**src/rtl/song_pkg.sv**
```systemverilog
// Shared widths, song-word field layout and recorder state encoding for the song
// reader/recorder pair; word constructors keep both sides on one format.
package song_pkg;

  localparam int SONG_WIDTH     = 5;  // word-index bits inside one song slot
  localparam int NOTE_WIDTH     = 6;
  localparam int DURATION_WIDTH = 6;
  localparam int SLOT_WIDTH     = 2;
  localparam int ADDR_WIDTH     = SLOT_WIDTH + SONG_WIDTH;
  localparam int WORD_WIDTH     = 16;
  localparam int COUNT_WIDTH    = SONG_WIDTH + 1;

  localparam int ADV_FLAG_BIT  = 15;
  localparam int NOTE_LSB      = 9;
  localparam int DURATION_LSB  = 3;
  localparam int ADV_BEATS_LSB = 9;
  localparam int MAX_FIELD     = 63;

  typedef enum logic [2:0] {
    ST_IDLE,
    ST_RECORD,
    ST_WR_ADV,
    ST_WR_NOTE,
    ST_FLUSH,
    ST_CLEAR,
    ST_DONE
  } rec_state_t;

  function automatic logic [WORD_WIDTH-1:0] note_word(input logic [NOTE_WIDTH-1:0] note,
                                                      input logic [DURATION_WIDTH-1:0] dur);
    logic [WORD_WIDTH-1:0] w;
    w = '0;
    w[NOTE_LSB +: NOTE_WIDTH] = note;
    w[DURATION_LSB +: DURATION_WIDTH] = dur;
    return w;
  endfunction

  function automatic logic [WORD_WIDTH-1:0] adv_word(input logic [DURATION_WIDTH-1:0] beats);
    logic [WORD_WIDTH-1:0] w;
    w = '0;
    w[ADV_FLAG_BIT] = 1'b1;
    w[ADV_BEATS_LSB +: DURATION_WIDTH] = beats;
    return w;
  endfunction

endpackage

```
**src/rtl/song_recorder_if.sv**
```systemverilog
// Keypad-side inputs, song-RAM write port and status of song_recorder.
interface song_recorder_if;
  import song_pkg::*;

  logic                   record;
  logic [SLOT_WIDTH-1:0]  song;
  logic                   beat;
  logic                   key_down;
  logic [NOTE_WIDTH-1:0]  key_note;
  logic                   wr_en;
  logic [ADDR_WIDTH-1:0]  wr_addr;
  logic [WORD_WIDTH-1:0]  wr_data;
  logic                   busy;
  logic                   record_full;
  logic                   record_done;
  logic [COUNT_WIDTH-1:0] words_written;
  rec_state_t             state;

  // The RAM port has no ready: every cycle with wr_en high is one committed write of
  // wr_data to wr_addr, and the recorder never issues more than one per cycle.
  modport slave (
    input  record, song, beat, key_down, key_note,
    output wr_en, wr_addr, wr_data, busy, record_full, record_done, words_written, state
  );

  modport master (
    output record, song, beat, key_down, key_note,
    input  wr_en, wr_addr, wr_data, busy, record_full, record_done, words_written, state
  );
endinterface

```
**src/rtl/sat_beat_counter.sv**
```systemverilog
// Beat counter that saturates at MAX_VAL; clear wins over increment.
module sat_beat_counter #(
  parameter int WIDTH   = 8,
  parameter int MAX_VAL = 255
) (
  input  logic             clk,
  input  logic             reset,
  input  logic             clear,
  input  logic             inc,
  output logic [WIDTH-1:0] count_next  // current count with this cycle's beat applied
);
  localparam logic [WIDTH-1:0] MAX_C = WIDTH'(MAX_VAL);

  logic [WIDTH-1:0] count;

  always_comb begin
    count_next = count;
    if (inc && count != MAX_C) count_next = count + 1'b1;
  end

  always_ff @(posedge clk) begin
    if (reset || clear) count <= '0;
    else                count <= count_next;
  end
endmodule

```
**src/rtl/song_recorder.sv**
```systemverilog
// Records live key presses as note/advance words into song RAM.
// Optional SONG_RECORDER_CLEAR_TAIL_EN zero-fills the unused tail of the slot at stop.
module song_recorder
  import song_pkg::*;
#(
  parameter int MAX_GAP = 255
) (
  input logic            clk,
  input logic            reset,
  song_recorder_if.slave bus
);
  localparam logic [SONG_WIDTH-1:0] LAST_IDX = SONG_WIDTH'((1 << SONG_WIDTH) - 1);

  rec_state_t                state_q, state_d;
  logic [SLOT_WIDTH-1:0]     slot_q, slot_d;
  logic [SONG_WIDTH-1:0]     idx_q, idx_d;
  logic [7:0]                adv_rem_q, adv_rem_d;
  logic [NOTE_WIDTH-1:0]     note_q, note_d;
  logic                      note_active_q, note_active_d;
  logic                      stopping_q, stopping_d;
  logic                      full_q, full_d;
  logic                      done_q, done_d;
  logic                      busy_q, busy_d;
  logic                      wr_en_q, wr_en_d;
  logic [ADDR_WIDTH-1:0]     wr_addr_q, wr_addr_d;
  logic [WORD_WIDTH-1:0]     wr_data_q, wr_data_d;
  logic [COUNT_WIDTH-1:0]    words_written_q, words_written_d;

  logic [7:0]                gap_now;
  logic [DURATION_WIDTH-1:0] held_now;
  logic                      gap_clr, held_clr;
  logic                      real_wr, last_wr;
  logic [SONG_WIDTH-1:0]     wr_idx;
  logic                      start_adv, start_note, finish;
  logic [7:0]                adv_src;
  logic [DURATION_WIDTH-1:0] chunk;

  // Gap counts silence between a release and the next press; held counts the note.
  sat_beat_counter #(.WIDTH(8), .MAX_VAL(MAX_GAP)) u_gap_cnt (
    .clk        (clk),
    .reset      (reset),
    .clear      (gap_clr),
    .inc        (bus.beat && !note_active_q && state_q != ST_IDLE),
    .count_next (gap_now)
  );

  sat_beat_counter #(.WIDTH(DURATION_WIDTH), .MAX_VAL(MAX_FIELD)) u_held_cnt (
    .clk        (clk),
    .reset      (reset),
    .clear      (held_clr),
    .inc        (bus.beat && note_active_q && state_q != ST_IDLE),
    .count_next (held_now)
  );

  assign real_wr = wr_en_q && (state_q != ST_CLEAR);
  assign last_wr = wr_en_q && (idx_q == LAST_IDX);
  assign wr_idx  = idx_q + {{(SONG_WIDTH-1){1'b0}}, wr_en_q};

  always_comb begin
    state_d         = state_q;
    slot_d          = slot_q;
    idx_d           = wr_idx;
    adv_rem_d       = adv_rem_q;
    note_d          = note_q;
    note_active_d   = note_active_q;
    stopping_d      = stopping_q;
    full_d          = full_q;
    words_written_d = words_written_q + {{(COUNT_WIDTH-1){1'b0}}, real_wr};
    wr_en_d         = 1'b0;
    wr_addr_d       = wr_addr_q;
    wr_data_d       = wr_data_q;
    gap_clr         = 1'b0;
    held_clr        = 1'b0;
    start_adv       = 1'b0;
    start_note      = 1'b0;
    finish          = 1'b0;
    adv_src         = '0;
    chunk           = '0;

    // A write landing on the last slot word ends the session whatever else is pending.
    if (last_wr) begin
      state_d = ST_DONE;
      full_d  = full_q | real_wr;
    end else begin
      case (state_q)
        ST_IDLE: begin
          gap_clr       = 1'b1;
          held_clr      = 1'b1;
          adv_rem_d     = '0;
          note_active_d = 1'b0;
          stopping_d    = 1'b0;
          if (bus.record) begin
            state_d         = ST_RECORD;
            slot_d          = bus.song;
            idx_d           = '0;
            words_written_d = '0;
            full_d          = 1'b0;
          end
        end
        ST_RECORD: begin
          if (!bus.record) begin
            stopping_d = 1'b1;
            state_d    = ST_FLUSH;
          end else if (bus.key_down && !note_active_q) begin
            note_d        = bus.key_note;
            note_active_d = 1'b1;
            held_clr      = 1'b1;
            gap_clr       = 1'b1;
            if (gap_now != 8'd0) begin
              start_adv = 1'b1;
              adv_src   = gap_now;
            end
          end else if (!bus.key_down && note_active_q) begin
            start_note = 1'b1;
          end
        end
        ST_WR_ADV: begin
          if (adv_rem_q != 8'd0) begin
            start_adv = 1'b1;
            adv_src   = adv_rem_q;
          end else if (stopping_q) begin
            finish = 1'b1;
          end else begin
            state_d = ST_RECORD;
          end
        end
        ST_WR_NOTE: state_d = stopping_q ? ST_FLUSH : ST_RECORD;
        ST_FLUSH: begin
          if (note_active_q) begin
            start_note = 1'b1;
          end else if (gap_now != 8'd0) begin
            gap_clr   = 1'b1;
            start_adv = 1'b1;
            adv_src   = gap_now;
          end else begin
            finish = 1'b1;
          end
        end
        ST_CLEAR: begin
`ifdef SONG_RECORDER_CLEAR_TAIL_EN
          wr_en_d   = 1'b1;
          wr_addr_d = {slot_q, wr_idx};
          wr_data_d = '0;
`else
          state_d = ST_DONE;
`endif
        end
        ST_DONE: state_d = ST_IDLE;
        default: state_d = ST_IDLE;
      endcase
    end

    if (start_adv) begin
      chunk     = (adv_src > 8'd63) ? DURATION_WIDTH'(MAX_FIELD) : adv_src[DURATION_WIDTH-1:0];
      adv_rem_d = adv_src - {2'b00, chunk};
      state_d   = ST_WR_ADV;
      wr_en_d   = 1'b1;
      wr_addr_d = {slot_q, wr_idx};
      wr_data_d = adv_word(chunk);
    end

    if (start_note) begin
      note_active_d = 1'b0;
      state_d       = ST_WR_NOTE;
      wr_en_d       = 1'b1;
      wr_addr_d     = {slot_q, wr_idx};
      wr_data_d     = note_word(note_q, (held_now == '0) ? DURATION_WIDTH'(1) : held_now);
    end

    if (finish) begin
`ifdef SONG_RECORDER_CLEAR_TAIL_EN
      state_d   = ST_CLEAR;
      wr_en_d   = 1'b1;
      wr_addr_d = {slot_q, wr_idx};
      wr_data_d = '0;
`else
      state_d = ST_DONE;
`endif
    end

    busy_d = (state_d != ST_IDLE);
    done_d = (state_d == ST_DONE);
  end

  always_ff @(posedge clk) begin
    if (reset) begin
      state_q         <= ST_IDLE;
      slot_q          <= '0;
      idx_q           <= '0;
      adv_rem_q       <= '0;
      note_q          <= '0;
      note_active_q   <= 1'b0;
      stopping_q      <= 1'b0;
      full_q          <= 1'b0;
      done_q          <= 1'b0;
      busy_q          <= 1'b0;
      wr_en_q         <= 1'b0;
      wr_addr_q       <= '0;
      wr_data_q       <= '0;
      words_written_q <= '0;
    end else begin
      state_q         <= state_d;
      slot_q          <= slot_d;
      idx_q           <= idx_d;
      adv_rem_q       <= adv_rem_d;
      note_q          <= note_d;
      note_active_q   <= note_active_d;
      stopping_q      <= stopping_d;
      full_q          <= full_d;
      done_q          <= done_d;
      busy_q          <= busy_d;
      wr_en_q         <= wr_en_d;
      wr_addr_q       <= wr_addr_d;
      wr_data_q       <= wr_data_d;
      words_written_q <= words_written_d;
    end
  end

  assign bus.wr_en         = wr_en_q;
  assign bus.wr_addr       = wr_addr_q;
  assign bus.wr_data       = wr_data_q;
  assign bus.busy          = busy_q;
  assign bus.record_full   = full_q;
  assign bus.record_done   = done_q;
  assign bus.words_written = words_written_q;
  assign bus.state         = state_q;
endmodule

```
**src/flat_wrapper.sv**
```systemverilog
// flat-port wrapper written by rule: the top's interface ports become plain ports
module song_recorder_flat import song_pkg::*;
#(
  parameter int MAX_GAP = 255
)
  (clk, reset, bus_record, bus_song, bus_beat, bus_key_down, bus_key_note, bus_wr_en, bus_wr_addr, bus_wr_data, bus_busy, bus_record_full, bus_record_done, bus_words_written, bus_state);
  song_recorder_if bus_i ();
  input logic clk;
  input logic reset;
  input wire logic [$bits(bus_i.record)-1:0] bus_record;
  input wire logic [$bits(bus_i.song)-1:0] bus_song;
  input wire logic [$bits(bus_i.beat)-1:0] bus_beat;
  input wire logic [$bits(bus_i.key_down)-1:0] bus_key_down;
  input wire logic [$bits(bus_i.key_note)-1:0] bus_key_note;
  output wire logic [$bits(bus_i.wr_en)-1:0] bus_wr_en;
  output wire logic [$bits(bus_i.wr_addr)-1:0] bus_wr_addr;
  output wire logic [$bits(bus_i.wr_data)-1:0] bus_wr_data;
  output wire logic [$bits(bus_i.busy)-1:0] bus_busy;
  output wire logic [$bits(bus_i.record_full)-1:0] bus_record_full;
  output wire logic [$bits(bus_i.record_done)-1:0] bus_record_done;
  output wire logic [$bits(bus_i.words_written)-1:0] bus_words_written;
  output wire logic [$bits(bus_i.state)-1:0] bus_state;
  assign bus_i.record = bus_record;
  assign bus_i.song = bus_song;
  assign bus_i.beat = bus_beat;
  assign bus_i.key_down = bus_key_down;
  assign bus_i.key_note = bus_key_note;
  assign bus_wr_en = bus_i.wr_en;
  assign bus_wr_addr = bus_i.wr_addr;
  assign bus_wr_data = bus_i.wr_data;
  assign bus_busy = bus_i.busy;
  assign bus_record_full = bus_i.record_full;
  assign bus_record_done = bus_i.record_done;
  assign bus_words_written = bus_i.words_written;
  assign bus_state = bus_i.state;
  song_recorder #(.MAX_GAP(MAX_GAP)) u_core (.clk(clk), .reset(reset), .bus(bus_i));
endmodule
```
**config.mk**
```make
export PLATFORM = sky130hd
export DESIGN_NAME = song_recorder_flat
export DESIGN_NICKNAME = d
export VERILOG_FILES = /design/src/rtl/song_pkg.sv /design/src/rtl/song_recorder_if.sv /design/src/rtl/sat_beat_counter.sv /design/src/rtl/song_recorder.sv /design/src/flat_wrapper.sv
export SDC_FILE = /design/constraint.sdc
export NUM_CORES = 1
export LEC_CHECK = 0
export ABC_AREA = 1
export CAP_MARGIN = 20
export CORE_ASPECT_RATIO = 1.75
export CORE_MARGIN = 3
export CORE_UTILIZATION = 37
export CTS_CLUSTER_SIZE = 28
export DETAILED_ROUTE_END_ITERATION = 8
export HOLD_SLACK_MARGIN = 0.12
export PLACE_DENSITY = 0.6
export SYNTH_ARGS = -nofsm -noshare
export SYNTH_HDL_FRONTEND = slang
export SYNTH_HIERARCHICAL = 1
export SYNTH_SLANG_ARGS = --single-unit
export TNS_END_PERCENT = 50
```
**constraint.sdc**
```tcl
create_clock -name clk -period 3.3 [get_ports clk]
set_input_delay 0.66 -clock clk [delete_from_list [all_inputs] [get_ports clk]]
set_output_delay 0.66 -clock clk [all_outputs]
set_load 0.1 [all_outputs]
```
==> results.toml <==
[status]
status = "finished, final reports clean"

[cts]
cts_tree = "done"
clock_sinks = 70
cts-buffers-inserted = 9
postCtsHoldBufs = 0
clockBufferDepth = 2
cts_root_buffer = "clkbuf_16"
clkLatencyLatePin_ps = 330
path_clk_slew_ps = 60
htreeDepth = 3
cts_setup_buffers = 0
cts_resized = 0

[yosys]
synth_cells = 545
yosysWarnings = 6
synth_top_area_share_pct = 36.9
ys_async_sr_fraction_pct = 0
yosysTopAreaCell = "dfxtp_1"
ys_seq_elements = 70
synth_area_leaders = "dfxtp_1, nand2_1, nor2_1"
ys_seq_area_share_pct = 36.9
ys.flop_type = "dfxtp_1"
synth_edf_count = 0
synth_cell_types = 43
avgSynthCellArea_um2 = 6.97
synth.cell_area_um2 = 3800

[route]
avgViaCountPerCell = 4.89
dr.first_iter.drc_count = 194
first_pass_iters = 4
drtAntennaViolNets = 0
post_drt_wl_per_cell_um = 13.2
drc_errors = 0
vias = 3601
routed_wl_mm = 9.75

[global_routing]
antenna_found_initial = 0
grt_use_total_pct = 17.8
grt_max_degree = 27
grt_pass1_wl_mm = 16.0
grt_pass1_vias = 3450
grt_overflow = 0

[floorplan]
io_pins = 49
std_cell_rows = 48
die_area_um2 = 11600
die_w_um = 82.6
die_y_um = 140
initial_core_util_pct = 38.1
core_um2 = 9970

[critical_path]
critPathArrivalTime_ps = 3260
r2r_slack_ps = 390
end_kind = "flop"
critPathKind = "in -> reg"
worst-path-max-fanout = 6
setup.worst_path.start_class = "input port"
cp.required_ps = 3510

[cells_and_area]
mostFrequentLayoutCell = "nand2_1"
diodes = 0
syn_to_final_growth_pct = 23.0
layout_common_cells = "nand2_1, nor2_1, dfxtp_1"
fill_cells = 1063
fin_util_pct = 46.9
drive_gt1_share_pct = 20.3
nNetsFinal = 627

[sta]
setup_viol = 0
fin_crit_ps = 3060
final_max_slew_viol_count = 0
fmax_ghz = 0.327
rsz0062_at_grt = "false"
setup_ws_ps = 244
fin_tns_setup_ps = 0
fin_crit_sh_pct = 92.6
finalHoldViolCount = 0
clock_skew_ps = 9.43

[power_and_ir_drop]
power_per_cell_area_nw_per_um2 = 674
leakage_nw = 2.16
peakVddDrop_uv = 359

[placed_design]
dpl.hpwl_mm = 7.79
place_ws_ps = -150
gp_congestion = 0.903
port-buffer-count = 45

[min_path]
hold_path.class = "reg -> reg"

[flow_run]
cap_violations = 0
==> cell families (layout without fill, tap and decap cells) <==
kind of cell,after synthesis,in the layout,synth area share [%]
AO/OA/AOI/OAI,82,82,12.2
XOR/XNOR,10,10,2.31
adder cells (fa/ha/maj),7,7,2.31
buffers and inverters,93,158,11.1
flip-flops,70,70,36.9
other,1,3,0.0988
AND/OR/NAND/NOR,282,282,35.1
==> cell usage after synthesis, types with 3 or more instances <==
| master | count |
|---|---|
| a21oi_1 | 36 |
| buf_2 | 3 |
| buf_4 | 6 |
| buf_6 | 6 |
| clkbuf_1 | 4 |
| clkinv_1 | 3 |
| dfxtp_1 | 70 |
| ha_1 | 7 |
| inv_1 | 64 |
| inv_2 | 5 |
| nand2_1 | 112 |
| nand2_2 | 9 |
| nand2_4 | 4 |
| nand3_1 | 37 |
| nand4_1 | 8 |
| nor2_1 | 79 |
| nor2_2 | 10 |
| nor2_4 | 5 |
| nor3_1 | 5 |
| o21ai_0 | 21 |
| o21ai_1 | 7 |
| o21ai_2 | 4 |
| o221ai_1 | 3 |
| o22ai_1 | 3 |
| xnor2_1 | 3 |
| xor2_1 | 7 |
==> critical path, cell delays in order <==
cell and delay (ps):
clkdlybuf4s50_1 450, inv_1 50, nor3_1 170, buf_4 170
nand2_4 60, nor2_4 120, nand2_1 70, o21bai_2 100
nand2_1 80, inv_1 130, inv_1 60, nor2_1 90
nand3_1 70, nand2_1 110, o21ai_2 70, nand2_2 130
nand2_1 80, ha_1 280, nand2_1 90, nand3_1 60
nand3_1 90, a21oi_1 60
==> final cells by class <==
| class | instances | area [µm²] | area share, % |
|---|---|---|---|
| Multi-Input combinational cell | 384 | 1990 | 42.6 |
| Sequential cell | 70 | 1410 | 30.1 |
| Timing Repair Buffer | 70 | 556 | 11.9 |
| Inverter | 72 | 272 | 5.81 |
| Clock buffer | 10 | 229 | 4.90 |
| Tap cell | 125 | 156 | 3.35 |
| Clock inverter | 6 | 62.6 | 1.34 |
==> flip-flops by register name, indices dropped and copies added, names as in the netlist, 2 cells and up <==
| register | cells |
|---|---|
| u_core/bus.words_written | 6 |
| u_core/note_q | 6 |
| u_core/bus.wr_addr | 7 |
| u_core/idx_q | 5 |
| u_core/bus.state | 3 |
| u_core/bus.wr_data | 13 |
| u_core/adv_rem_q | 8 |
| u_core/u_held_cnt/count | 6 |
| u_core/u_gap_cnt/count | 8 |
| u_core/slot_q | 2 |
==> stage by stage <==
| stage | hold slack [ps] | std cells | area, µm² | total power [W] |
|---|---|---|---|---|
| after CTS | 454 | 737 | 4660 | 0.00318 |
| after global placement | 442 | 721 | 4370 | 0.00222 |
| after floorplan | 431 | 547 | 3810 | 0.00193 |
| after detailed placement | 446 | 721 | 4370 | 0.00223 |
| after global routing | 481 | 737 | 4670 | 0.00331 |
| final | 453 | 737 | 4670 | 0.00315 |
==> final timing paths <==
check                    startpoint                endpoint  depth (start not counted)
max reg2reg     u_core/bus.state[2]     u_core/adv_rem_q[4]                         23
min          u_core/bus.record_full  u_core/bus.record_full                          2
min reg2reg  u_core/bus.record_full  u_core/bus.record_full                          2
max                        bus_beat     u_core/adv_rem_q[4]                         22
==> power by group <==
| part | switching, W | leakage [nW] | internal, W |
|---|---|---|---|
| Combinational | 0.000865 | 1.45 | 0.000350 |
| Clock | 0.000359 | 0.146 | 0.000583 |
| Sequential | 0.0000686 | 0.567 | 0.000922 |
==> metal layers <==
metal | wire (µm) | vias up | GRT usage (%) | share of wire [%]
met3 | 282 | 17 | 3.35 | 2.9
met2 | 5410 | 80 | 33.2 | 56
met1 | 3730 | 1654 | 17.9 | 38
met5 | 0 | - | 0 | 0
li1 | - | 1850 | - | -
met4 | 319 | 0 | 8.53 | 3.3
Note: power is estimated with default switching activity, not from simulation.
